**src/rtl/prefix_decode_pipe.sv**
```systemverilog
// prefix_decode_pipe: multi-lane x86 legacy prefix scanner (IDLE/SCAN/DONE); PREFIX_DUPLICATE_ERROR_EN flags repeated prefix groups as errors
module prefix_decode_pipe #(
  parameter int MAX_PREFIX = 4,
  parameter int LANES      = 4
) (
  input  logic            i_clk,
  input  logic            i_reset,
  input  logic            i_flush,
  input  logic [15:0][7:0] i_instruction,
  input  logic            i_default_operand_size,
  input  logic            i_default_address_size,
  input  logic            i_valid,
  output logic            o_ready,
  output logic            o_valid,
  input  logic            i_ready,
  output logic            o_lock,
  output logic            o_repne,
  output logic            o_rep,
  output logic            o_segment_override,
  output logic [2:0]      o_segment_override_index,
  output logic            o_operand_size_32,
  output logic            o_address_size_32,
  output logic [3:0]      o_prefix_count,
  output logic            o_error
);
  typedef enum logic [1:0] {IDLE, SCAN, DONE} state_t;
  state_t state_q, state_d;
  logic [15:0][7:0] win_q, win_d;
  logic [4:0] ptr_q, ptr_d, idx;
  logic [7:0] b;
  logic dop_q, dop_d, dad_q, dad_d;
  logic lock_q, lock_d, repne_q, repne_d, rep_q, rep_d, seg_q, seg_d, o66_q, o66_d, a67_q, a67_d, err_q, err_d;
  logic [2:0] sidx_q, sidx_d;
  logic [3:0] cnt_q, cnt_d;
  logic go, fin;
`ifdef PREFIX_DUPLICATE_ERROR_EN
  logic dup;
`endif
  function automatic logic is_seg(input logic [7:0] v);
    return v inside {8'h26, 8'h2E, 8'h36, 8'h3E, 8'h64, 8'h65};
  endfunction
  function automatic logic is_pfx(input logic [7:0] v);
    return is_seg(v) || (v inside {8'hF0, 8'hF2, 8'hF3, 8'h66, 8'h67});
  endfunction
  function automatic logic [2:0] seg_idx(input logic [7:0] v);
    return v == 8'h26 ? 3'd0 : v == 8'h2E ? 3'd1 : v == 8'h36 ? 3'd2 :
           v == 8'h3E ? 3'd3 : v == 8'h64 ? 3'd4 : 3'd5;
  endfunction
  always_ff @(posedge i_clk) begin
    if (i_reset) state_q <= IDLE;
    else state_q <= state_d;
  end
  always_comb begin
    state_d = state_q;
    if (i_flush) state_d = IDLE;
    else if (state_q == IDLE && i_valid) state_d = SCAN;
    else if (state_q == SCAN && fin) state_d = DONE;
    else if (state_q == DONE && i_ready) state_d = IDLE;
  end
  always_comb begin
    o_ready = state_q == IDLE;
    o_valid = state_q == DONE;
  end
  // Lanes after the terminating byte are masked by go; the last prefix slot peeks one byte ahead so a limit error costs no extra cycle
  always_comb begin
    win_d = win_q; dop_d = dop_q; dad_d = dad_q; ptr_d = ptr_q;
    lock_d = lock_q; repne_d = repne_q; rep_d = rep_q; seg_d = seg_q; sidx_d = sidx_q;
    o66_d = o66_q; a67_d = a67_q; err_d = err_q; cnt_d = cnt_q;
    go = 1'b1; fin = 1'b0; idx = '0; b = '0;
`ifdef PREFIX_DUPLICATE_ERROR_EN
    dup = 1'b0;
`endif
    if (state_q == IDLE && i_valid && !i_flush) begin
      win_d = i_instruction; dop_d = i_default_operand_size; dad_d = i_default_address_size; ptr_d = '0;
      lock_d = 1'b0; repne_d = 1'b0; rep_d = 1'b0; seg_d = 1'b0; sidx_d = '0;
      o66_d = 1'b0; a67_d = 1'b0; err_d = 1'b0; cnt_d = '0;
    end else if (state_q == SCAN) begin
      for (int j = 0; j < LANES; j++) begin
        idx = ptr_q + 5'(j);
        b = win_q[idx[3:0]];
`ifdef PREFIX_DUPLICATE_ERROR_EN
        dup = ((b inside {8'hF0, 8'hF2, 8'hF3}) && (lock_d || repne_d || rep_d)) || (is_seg(b) && seg_d) ||
              (b == 8'h66 && o66_d) || (b == 8'h67 && a67_d);
`endif
        if (go) begin
          if (!is_pfx(b)) begin
            cnt_d = idx[3:0]; fin = 1'b1; go = 1'b0;
`ifdef PREFIX_DUPLICATE_ERROR_EN
          end else if (dup) begin
            err_d = 1'b1; cnt_d = idx[3:0]; fin = 1'b1; go = 1'b0;
`endif
          end else begin
            lock_d = lock_d || b == 8'hF0;
            repne_d = repne_d || b == 8'hF2;
            rep_d = rep_d || b == 8'hF3;
            o66_d = o66_d || b == 8'h66;
            a67_d = a67_d || b == 8'h67;
            sidx_d = is_seg(b) ? seg_idx(b) : sidx_d;
            seg_d = seg_d || is_seg(b);
            if (idx == 5'(MAX_PREFIX - 1) && is_pfx(win_q[MAX_PREFIX])) begin
              err_d = 1'b1; cnt_d = 4'(MAX_PREFIX); fin = 1'b1; go = 1'b0;
            end
          end
        end
      end
      ptr_d = ptr_q + 5'(LANES);
    end
  end
  always_ff @(posedge i_clk) begin
    if (i_reset) begin
      win_q <= '0; dop_q <= 1'b0; dad_q <= 1'b0; ptr_q <= '0;
      lock_q <= 1'b0; repne_q <= 1'b0; rep_q <= 1'b0; seg_q <= 1'b0; sidx_q <= '0;
      o66_q <= 1'b0; a67_q <= 1'b0; err_q <= 1'b0; cnt_q <= '0;
    end else begin
      win_q <= win_d; dop_q <= dop_d; dad_q <= dad_d; ptr_q <= ptr_d;
      lock_q <= lock_d; repne_q <= repne_d; rep_q <= rep_d; seg_q <= seg_d; sidx_q <= sidx_d;
      o66_q <= o66_d; a67_q <= a67_d; err_q <= err_d; cnt_q <= cnt_d;
    end
  end
  assign o_lock = lock_q;
  assign o_repne = repne_q;
  assign o_rep = rep_q;
  assign o_segment_override = seg_q;
  assign o_segment_override_index = sidx_q;
  assign o_operand_size_32 = dop_q ^ o66_q;
  assign o_address_size_32 = dad_q ^ a67_q;
  assign o_prefix_count = cnt_q;
  assign o_error = err_q;
endmodule
```
**config.mk**
```make
export PLATFORM = sky130hd
export DESIGN_NAME = prefix_decode_pipe
export DESIGN_NICKNAME = d
export VERILOG_FILES = /design/src/rtl/prefix_decode_pipe.sv
export SDC_FILE = /design/constraint.sdc
export NUM_CORES = 1
export LEC_CHECK = 0
export CAP_MARGIN = 5
export CORE_UTILIZATION = 48
export DETAILED_ROUTE_END_ITERATION = 12
export HOLD_SLACK_MARGIN = 0.15
export PLACE_DENSITY = 0.82
export SLEW_MARGIN = 15
export SYNTH_ARGS = -nofsm -noshare
export SYNTH_HDL_FRONTEND = slang
export SYNTH_SLANG_ARGS = --single-unit
```
**constraint.sdc**
```tcl
create_clock -name i_clk -period 6.95 [get_ports i_clk]
set_input_delay 0.695 -clock i_clk [delete_from_list [all_inputs] [get_ports i_clk]]
set_output_delay 0.695 -clock i_clk [all_outputs]
set_load 0.05 [all_outputs]
```
* Yosys cells after proc, flatten, opt, wreduce, memory -nomap -nowiden
Cells that the tools add are included.
Word-level totals: register bits 151, output and inout port bits 16
Operators by class: bitwise operators 2, mux-type cells 169, eq/ne operators 61, $add $sub $neg 4, reduce and logical (&&, ||, !) cells 54, order comparisons 4
Operator list (count):
- $eq A8 B6 Y1 const B | 20
- $eq A8 B7 Y1 const B | 20
- $bmux W8 S4 | 4
- $mux W1 | 121
- $eq A8 B8 Y1 const B | 15
- $mux W3 | 27
- $mux W4 | 11
- $mux W8 | 4
- $reduce_bool A6 Y1 | 5
- $logic_or A1 B1 Y1 | 29
- $reduce_bool A5 Y1 | 5
- $eq A5 B2 Y1 const B | 4
- $lt A4 B5 Y1 const B | 4
- $add A5 B2 Y5 const B | 2
- $logic_and A1 B1 Y1 | 8
- $add A5 B1 Y5 const B | 1
- $add A5 B3 Y5 const B | 1
- $mux W2 | 2
- $reduce_or A2 Y1 | 2
- $reduce_bool A3 Y1 | 1
- $reduce_or A3 Y1 | 1
- $eq A2 B1 Y1 const B | 1
- $eq A2 B2 Y1 const B | 1
- $logic_not A2 Y1 | 1
- other kinds (3) | 4

* Logic depth before layout (Yosys ltp)
Gate-level depths: netlist of the first run.
depth in word-level cells 21, gate-level depth with buffers 11, gate-level depth less buffers 8

* Least setup slack after synthesis of the first run
OpenSTA, ideal clock, no wires.
path type register to register, start point reg ptr_q[2], end point reg state_q[1], data arrival time 2649 ps, slack 4183 ps, path buffers 3, setup time 119 ps, clock period less this slack 2767 ps, stages on the path, launching flop included 11, path through dfxtp_1 buf_6 buf_12 buf_6 mux4_2 nand3b_4 or3_1 o211ai_4 nand3_4 or2_4 o221a_1
On the way: cells in the longest elaborated chain, start to end 19
Ends and longest elaborated chain:
- from (decl) | RTL line 29 | logic [4:0] ptr_q, ptr_d, idx;
- from (signal assigned) | RTL line 111 | win_q <= '0; dop_q <= 1'b0; dad_q <= 1'b0; ptr_q <= '0;
- from (signal assigned) | RTL line 115 | win_q <= win_d; dop_q <= dop_d; dad_q <= dad_d; ptr_q <= ptr_d;
- branches (longest 14 deep; another with $add A5 B1 Y5)
- $mux W1 (*) | RTL line 85 | if (go) begin
- $mux W1 (*) | RTL line 77 | end else if (state_q == SCAN) begin
- $mux W1 (*) | RTL line 73 | if (state_q == IDLE && i_valid && !i_flush) begin
- $logic_and A1 B1 Y1 (*) | RTL line 57 | else if (state_q == SCAN && fin) state_d = DONE;
- $mux W2 or $reduce_bool A2 Y1 (tied branches)
- to (signal assigned) | RTL line 51 | else state_q <= state_d;
- to (decl) | RTL line 27 | state_t state_q, state_d;
Mark *: on every way between the ends. The select of a mux whose other input is x is not followed. A chain may end at the register's enable or synchronous reset.

* Final worst setup path of the first run
Same ends and word-level chain as after synthesis.

==> results of run 1 <==
## worst max-delay path, stage by stage, from the launching register on
cell and delay (ns):
sky130_fd_sc_hd__dfxtp_2 0.46, sky130_fd_sc_hd__buf_4 0.47, sky130_fd_sc_hd__mux4_2 0.62, sky130_fd_sc_hd__nand3b_1 0.25
sky130_fd_sc_hd__nor3_2 0.41, sky130_fd_sc_hd__o32a_1 0.49, sky130_fd_sc_hd__nand3_4 0.15, sky130_fd_sc_hd__or2_4 0.29
sky130_fd_sc_hd__o221a_1 0.24
## stage by stage
stage	hold slack, ns	cell area, um2
6_report	0.451	8980
3_3_place_gp	0.437	8410
5_1_grt	0.468	8980
4_1_cts	0.452	8980
2_1_floorplan	0.433	6900
3_5_place_dp	0.443	8410
## power by group
part / switching (W) / leakage [nW] / internal [W]
logic: 0.000109 / 1.54 / 0.000119
clock network: 0.000346 / 0.276 / 0.000554
registers: 0.0000266 / 1.22 / 0.000892
total: 0.000481 / 3.03 / 0.00156
## sequential cells by signal (all words and copies together) (netlist names)
signal                    flops
o_rep                         1
o_segment_override            1
o_repne                       1
state_q                       2
o66_q                         1
a67_q                         1
dop_q                         1
ptr_q                         3
dad_q                         1
win_q                       128
o_prefix_count                4
o_segment_override_index      3
o_error                       1
o_lock                        1
## cells by family after synthesis
family          after synthesis  share of synthesized area, %
compound gates              199                          17.1
xor+xnor                      3                         0.381
fa+ha+maj                     2                         0.363
buf+inv                      64                          4.26
flops                       149                          43.2
mux                          34                          10.8
simple gates                371                          23.9
## worst min path at each step
stage | start | slack, ns | depth (start not counted) | end
global placement | o_lock | 0.44 | 2 | o_lock
global route | win_q[113] | 0.47 | 2 | win_q[113]
CTS | win_q[85] | 0.45 | 2 | win_q[85]
finish | win_q[85] | 0.45 | 2 | win_q[85]
floorplan | win_q[48] | 0.43 | 2 | win_q[48]
detailed placement | win_q[85] | 0.44 | 2 | win_q[85]
## cell usage in the layout, fill, tap and decap left out, types with 3 or more instances in the layout
cell	Yosys	layout
sky130_fd_sc_hd__a21oi_1	139	139
sky130_fd_sc_hd__a22oi_1	3	3
sky130_fd_sc_hd__o21a_1	4	4
sky130_fd_sc_hd__o32a_1	3	3
sky130_fd_sc_hd__dfxtp_1	149	147
sky130_fd_sc_hd__nor4_1	4	4
sky130_fd_sc_hd__nor2b_1	7	7
sky130_fd_sc_hd__nor2_1	18	18
sky130_fd_sc_hd__or3_1	6	5
sky130_fd_sc_hd__clkbuf_16	0	17
sky130_fd_sc_hd__xor2_1	3	3
sky130_fd_sc_hd__inv_1	6	6
sky130_fd_sc_hd__mux4_2	32	32
sky130_fd_sc_hd__nand3_1	6	6
sky130_fd_sc_hd__or2_2	3	3
sky130_fd_sc_hd__a211oi_1	4	4
sky130_fd_sc_hd__clkdlybuf4s50_1	0	149
sky130_fd_sc_hd__nor3_1	10	9
sky130_fd_sc_hd__buf_4	1	7
sky130_fd_sc_hd__o31ai_1	4	4
sky130_fd_sc_hd__nand2_1	279	279
sky130_fd_sc_hd__o21ai_0	12	12
sky130_fd_sc_hd__o22ai_1	8	8
sky130_fd_sc_hd__clkbuf_8	0	3
sky130_fd_sc_hd__o32ai_1	3	3
sky130_fd_sc_hd__nand3b_1	4	4
sky130_fd_sc_hd__clkbuf_1	49	3
sky130_fd_sc_hd__nand2b_1	14	14
## synthesized netlist by cell type, types with 2 or more instances
| cell type | n | area share [%] |
|---|---|---|
| sky130_fd_sc_hd__a211oi_1 | 4 | 0.44 |
| sky130_fd_sc_hd__a21oi_1 | 139 | 10 |
| sky130_fd_sc_hd__a22oi_1 | 3 | 0.33 |
| sky130_fd_sc_hd__a31oi_1 | 2 | 0.18 |
| sky130_fd_sc_hd__a32o_1 | 2 | 0.29 |
| sky130_fd_sc_hd__and3_1 | 2 | 0.18 |
| sky130_fd_sc_hd__buf_2 | 3 | 0.22 |
| sky130_fd_sc_hd__buf_6 | 4 | 0.65 |
| sky130_fd_sc_hd__clkbuf_1 | 49 | 2.7 |
| sky130_fd_sc_hd__dfxtp_1 | 149 | 43 |
| sky130_fd_sc_hd__ha_1 | 2 | 0.36 |
| sky130_fd_sc_hd__inv_1 | 6 | 0.33 |
| sky130_fd_sc_hd__mux4_2 | 32 | 10 |
| sky130_fd_sc_hd__nand2_1 | 279 | 15 |
| sky130_fd_sc_hd__nand2b_1 | 14 | 1.3 |
| sky130_fd_sc_hd__nand3_1 | 6 | 0.44 |
| sky130_fd_sc_hd__nand3b_1 | 4 | 0.44 |
| sky130_fd_sc_hd__nand4b_1 | 2 | 0.25 |
| sky130_fd_sc_hd__nor2_1 | 18 | 0.98 |
| sky130_fd_sc_hd__nor2b_1 | 7 | 0.63 |
| sky130_fd_sc_hd__nor3_1 | 10 | 0.73 |
| sky130_fd_sc_hd__nor3b_1 | 2 | 0.22 |
| sky130_fd_sc_hd__nor4_1 | 4 | 0.36 |
| sky130_fd_sc_hd__o211ai_1 | 2 | 0.22 |
| sky130_fd_sc_hd__o21a_1 | 4 | 0.44 |
| sky130_fd_sc_hd__o21ai_0 | 12 | 0.87 |
| sky130_fd_sc_hd__o22ai_1 | 8 | 0.73 |
| sky130_fd_sc_hd__o31ai_1 | 4 | 0.44 |
| sky130_fd_sc_hd__o32a_1 | 3 | 0.44 |
| sky130_fd_sc_hd__o32ai_1 | 3 | 0.38 |
| sky130_fd_sc_hd__or2_2 | 3 | 0.27 |
| sky130_fd_sc_hd__or3_1 | 6 | 0.54 |
| sky130_fd_sc_hd__or3b_4 | 2 | 0.33 |
| sky130_fd_sc_hd__xor2_1 | 3 | 0.38 |
## area by class of cell
type	count	area (um2)	area share, %
clock buffer	23	478	5.32
clock inverter	7	97.6	1.09
inverter	6	22.5	0.251
timing repair buffer	156	1540	17.2
multi-input combinational	609	3630	40.4
sequential	149	2990	33.2
tap	180	225	2.51
## metal layers
layer | routed length (um) | vias up | GRT usage [%]
met5 | 0 | - | 0
met4 | 392 | 0 | 11.1
met3 | 1300 | 29 | 4.82
met2 | 8860 | 238 | 41.8
met1 | 8910 | 2964 | 39.0
li1 | - | 3092 | -
==> run_results.csv, run 1 <==
group,metric,value,unit
outcome,status,"complete, no violations",
worst_setup_path,worstPathArrival,3.82,ns
clock_tree,tritoncts,"yes",
timing,period_minus_slack,3.51,ns
clock_tree,post_cts_hold_buffer_count,0,
worst_setup_path,regToRegEndpoint,"state_q[1]",
clock_tree,ctsRootBufferMaster,"sky130_fd_sc_hd__clkbuf_16",
synthesis,post_synth_inst_count,822,
place,buffer_ports.inserted,150,
clock_tree,clock_insertion_delay_at_the_later_pin_of_the_skew_report,0.43,ns
timing,setup_viol,0,
timing,achievable-frequency,0.285,GHz
die,placementRows,43,
grt,grt_pass1_vias,5929,
synthesis,yosysWarnings,0,
power,worst_ir_drop_vdd,162,uV
grt,globalRouteOverflowTotal,0,
synthesis,synth_area,6900,um2
power,powerDensity,228,nW/um2
worst_setup_path,critical_path_class,"reg -> reg",
clock_tree,post_cts.resized_instances,0,
timing,timing.slew.headroom,28.8,%
timing,maxSlewViolCount,0,
place,post_detailed_placement_half_perimeter_wirelength,14000,um
finish,antenna_cells,0,
finish,fin_util,64.5,%
clock_tree,clkSinkCount,149,
synthesis,synth_sequential_area_ratio,43.2,%
timing,finClkSkew,0.00764,ns
synthesis,synth_ff_type,"sky130_fd_sc_hd__dfxtp_1",
worst_setup_path,critical_path.max_fanout,28,
worst_setup_path,worst_ep_required_time,7.26,ns
grt,grt_first_pass_wirelength,31200,um
worst_setup_path,setup.worst_path.start,"ptr_q[2]",
finish,area.growth.synth_to_final,30.2,%
worst_setup_path,r2r_setup_slack,3.44,ns
grt,grt_start_max_net_pins,90,
timing,post-route-period-util,50.5,%
timing,setup_repair_after_global_routing_missed_its_margin,"false",
finish,post_route_cells_drive_above_1_share,9.16,%
clock_tree,cts.path.max_buffers,2,
synthesis,synth.net_count,959,
power,total_power,0.00205,W
timing,final_hold_violations,0,
power,power.static_leakage,3.03,nW
die,fp.dieH,122,um
grt,globalRouteTotalUtil,27.7,%
place,gp_routability_congestion,0.964,
finish,final_net_count,1076,
worst_setup_path,crit-reg2reg-launch,"ptr_q[2]",
die,core,13900,um2
detailed_routing,dr_total_vias,6323,
finish,layout.cells.non_filler,1130,
place,dp_cells,1100,
synthesis,post_synth.cell_area_avg,8.39,um2
detailed_routing,wl_per_cell,17.2,um
clock_tree,clock_slew_seen_by_the_registers_of_the_worst_setup_and_hold_paths,0.06,ns
finish,fill_cells,1148,
detailed_routing,drt_first_iter_violations,483,
clock_tree,cts_made_buffers,17,
worst_setup_path,critPathLaunchType,"flop",
run,max_cap_violations,0,
detailed_routing,route.detailed.vias_per_inst,5.60,
timing,post-route-worst-setup-slack,3.44,ns
synthesis,synthArstFlopShare,0,%
die,chipWidth,122,um
timing,tightest_slew,1.06,ns
detailed_routing,drt-total-wl,19500,um
synthesis,synth_enable_flop_cells,0,
die,ioPinCount,151,
place,pre_cts_ws,3.45,ns
detailed_routing,drt-pass1-iter-count,5,
worst_setup_path,r2r_cells,8,
worst_setup_path,timing.critical_path.to_type,"flop",
timing,totalNegativeSetupSlack,0,ns
worst_hold_path,worst_hold_path_type,"reg -> reg",
die,initial_core_util,49.5,%
synthesis,number_of_synthesized_register_bits,149,
detailed_routing,drt.antenna.violating_nets,0,
die,die_area,14900,um2
clock_tree,h-tree-depth,4,
worst_setup_path,timing.critical_path.to,"state_q[1]",
grt,antenna_found_initial,0,
synthesis,synth_cell_type_count,63,
detailed_routing,drc,0,
clock_tree,post-cts-setup-buffers,0,
Power figures use the tool's default switching activity.
==> inputs of run 2 (changes only) <==
--- a/config.mk
+++ b/config.mk
@@ -6,10 +6,10 @@
 export NUM_CORES = 1
 export LEC_CHECK = 0
 export CAP_MARGIN = 5
-export CORE_UTILIZATION = 48
+export CORE_UTILIZATION = 46
 export DETAILED_ROUTE_END_ITERATION = 12
 export HOLD_SLACK_MARGIN = 0.15
-export PLACE_DENSITY = 0.82
+export PLACE_DENSITY = 0.83
 export SLEW_MARGIN = 15
 export SYNTH_ARGS = -nofsm -noshare
 export SYNTH_HDL_FRONTEND = slang
==> constraint.sdc (replaced) <==
create_clock -name i_clk -period 2.8 [get_ports i_clk]
set_input_delay 0.28 -clock i_clk [delete_from_list [all_inputs] [get_ports i_clk]]
set_output_delay 0.28 -clock i_clk [all_outputs]
set_load 0.05 [all_outputs]
==> run_results.csv, run 2 (synthesis results as in run 1) <==
group,metric,value,unit
timing,finClkSkew,0.00595,ns
worst_setup_path,timing.critical_path.slowest_stage_cell,"sky130_fd_sc_hd__mux4_2",
power,power.static_leakage,3.25,nW
timing,tightest_slew,0.858,ns
clock_tree,h-tree-depth,4,
timing,setup_repair_after_global_routing_missed_its_margin,"true",
timing,maxSlewViolCount,0,
grt,globalRouteOverflowTotal,0,
finish,layout.cells.most_common,"sky130_fd_sc_hd__nand2_1",
finish,largest_register_ffs,128,
grt,globalRouteTotalUtil,25.8,%
finish,final-seq-area,2990,um2
grt,grt_first_pass_wirelength,31600,um
power,power_frac_comb,11.4,%
worst_setup_path,critPathLaunchType,"flop",
die,die_area,15500,um2
clock_tree,ctsRootBufferMaster,"sky130_fd_sc_hd__clkbuf_16",
worst_setup_path,worst_ep_required_time,3.11,ns
detailed_routing,drt_first_iter_violations,519,
power,switchingPower,0.00119,W
finish,fill_cells,1191,
worst_setup_path,r2r_cells,9,
detailed_routing,drt.antenna.violating_nets,0,
worst_setup_path,timing.critical_path.to_type,"flop",
detailed_routing,route.detailed.vias_per_inst,5.63,
power,seqPwrFrac,43.3,%
worst_setup_path,critical_path_class,"reg -> reg",
clock_tree,cts_made_buffers,17,
finish,layout.cells.non_filler,1174,
clock_tree,clock_slew_seen_by_the_registers_of_the_worst_setup_and_hold_paths,0.06,ns
timing,period_minus_slack,2.74,ns
power,powerDensity,559,nW/um2
die,placementRows,44,
timing,final_hold_violations,0,
power,switching_share,22.7,%
finish,antenna_cells,0,
outcome,status,"complete, no violations",
worst_setup_path,crit_chain,"buf_12 > mux4_2 > or3b_4 > a21oi_4 > o32a_1 > buf_6 > nand3_4 > or2_4 > o221a_1",
power,power_frac_clock,45.3,%
finish,final_net_count,1115,
power,worst_ir_drop_vdd,421,uV
place,buffer_ports.inserted,150,
grt,antenna_found_initial,0,
finish,most-common-layout-cells,"279 x sky130_fd_sc_hd__nand2_1, 149 x sky130_fd_sc_hd__clkdlybuf4s50_1, 147 x sky130_fd_sc_hd__dfxtp_1",
die,chipWidth,124,um
worst_hold_path,worst_hold_depth,3,
finish,area.growth.synth_to_final,36.4,%
power,power.internal,0.00406,W
grt,grt_start_max_net_pins,131,
clock_tree,clock_insertion_delay_at_the_later_pin_of_the_skew_report,0.43,ns
detailed_routing,drt-pass1-iter-count,5,
detailed_routing,drt-total-wl,19800,um
timing,setup_viol,0,
clock_tree,tritoncts,"yes",
timing,post-route-period-util,98.0,%
place,post_detailed_placement_half_perimeter_wirelength,14300,um
detailed_routing,drc,0,
finish,post_route_cells_drive_above_1_share,13.1,%
worst_setup_path,worstPathArrival,3.06,ns
clock_tree,clkSinkCount,149,
detailed_routing,dr_total_vias,6612,
finish,area_of_the_multi_input_gates,3660,um2
place,gp_routability_congestion,1.00,
timing,achievable-frequency,0.364,GHz
power,total_power,0.00526,W
finish,largest-register,"win_q",
die,ioPinCount,151,
worst_setup_path,critical_path.max_fanout,10,
worst_hold_path,worst_hold_path_type,"in -> reg",
die,initial_core_util,47.3,%
detailed_routing,wl_per_cell,16.9,um
place,dp_cells,1136,
timing,timing.slew.headroom,42.7,%
worst_setup_path,worst_path_largest_cell_delay,0.54,ns
clock_tree,cts.path.max_buffers,2,
die,core,14600,um2
grt,grt_pass1_vias,6280,
die,fp.dieH,124,um
run,max_cap_violations,0,
[run 2: changes by cell type in the layout (fill, tap and decap cells not counted), moves of 2 or more]
| cell | before | now |
|---|---|---|
| sky130_fd_sc_hd__buf_12 | 0 | 3 |
| sky130_fd_sc_hd__buf_4 | 7 | 38 |
| sky130_fd_sc_hd__buf_6 | 0 | 4 |
| sky130_fd_sc_hd__bufinv_16 | 2 | 4 |
| sky130_fd_sc_hd__nor2_1 | 18 | 16 |
| sky130_fd_sc_hd__nor2_2 | 0 | 2 |
| sky130_fd_sc_hd__nor3_1 | 9 | 7 |
[run 2: cell type report]
type                            count  share of cell area [%]
Inverter                            6                   0.239
Clock buffer                       23                    4.97
Clock inverter                      8                    1.58
Sequential cell                   149                    31.8
Tap cell                          184                    2.45
Timing Repair Buffer              195                    20.1
Multi-Input combinational cell    609                    38.9
[run 2: path summary, 6_finish.rpt]
kind | from | to | slack [ns]
worst min-delay path | i_instruction[57] | win_q[57] | 0.40
worst max register to register | ptr_q[2] | state_q[1] | 0.06
worst max-delay path | ptr_q[2] | state_q[1] | 0.06
worst min register to register | win_q[77] | win_q[77] | 0.45
[run 2: worst max-delay path, delay by kind of cell (launching register included)]
| family | cells | cell delay (ns) |
|---|---|---|
| AO/OA/AOI/OAI | 3 | 0.63 |
| buffers and inverters | 2 | 0.29 |
| multiplexers | 1 | 0.54 |
| flip-flops | 1 | 0.39 |
| AND/OR/NAND/NOR | 3 | 0.77 |
[run 2: per-stage QoR]
| stage | worst slack, ns | TNS [ns] | util (%) | hold WS [ns] | instance area, um2 |
|---|---|---|---|---|---|
| after floorplan | 0.0327 | 0 | - | 0.416 | 6900 |
| after global placement | 0.0723 | 0 | 59.6 | 0.438 | 8690 |
| after detailed placement | 0.00516 | 0 | 59.6 | 0.445 | 8690 |
| after CTS | 0.000158 | 0 | 63.9 | 0.386 | 9320 |
| after global routing | -0.0218 | -0.0297 | 64.5 | 0.396 | 9410 |
| final | 0.0563 | 0 | 64.5 | 0.398 | 9410 |
[run 2: timing repair]
item,in CTS,in global routing
endpoints found under the hold margin,9,0
gates resized for setup,0,11
setup buffers,0,6
hold buffers,1,0
setup endpoints to repair,0,9
[run 2: routing by layer]
layer	GRT usage, %	up-vias	part of all wire (%)
met2	41.9	272	48
li1	-	3166	-
met5	0	-	0
met4	10.7	0	2.4
met1	34.4	3140	43
met3	3.74	34	6.4
[run 2: power by group through the flow]
stage	registers [W]	logic [W]	clock network, W
floorplan	0.00230	0.000312	0
CTS	0.00228	0.000593	0.00241
global placement	0.00232	0.000578	0
global route	0.00229	0.000652	0.00250
detailed placement	0.00232	0.000587	0
finish	0.00228	0.000600	0.00238
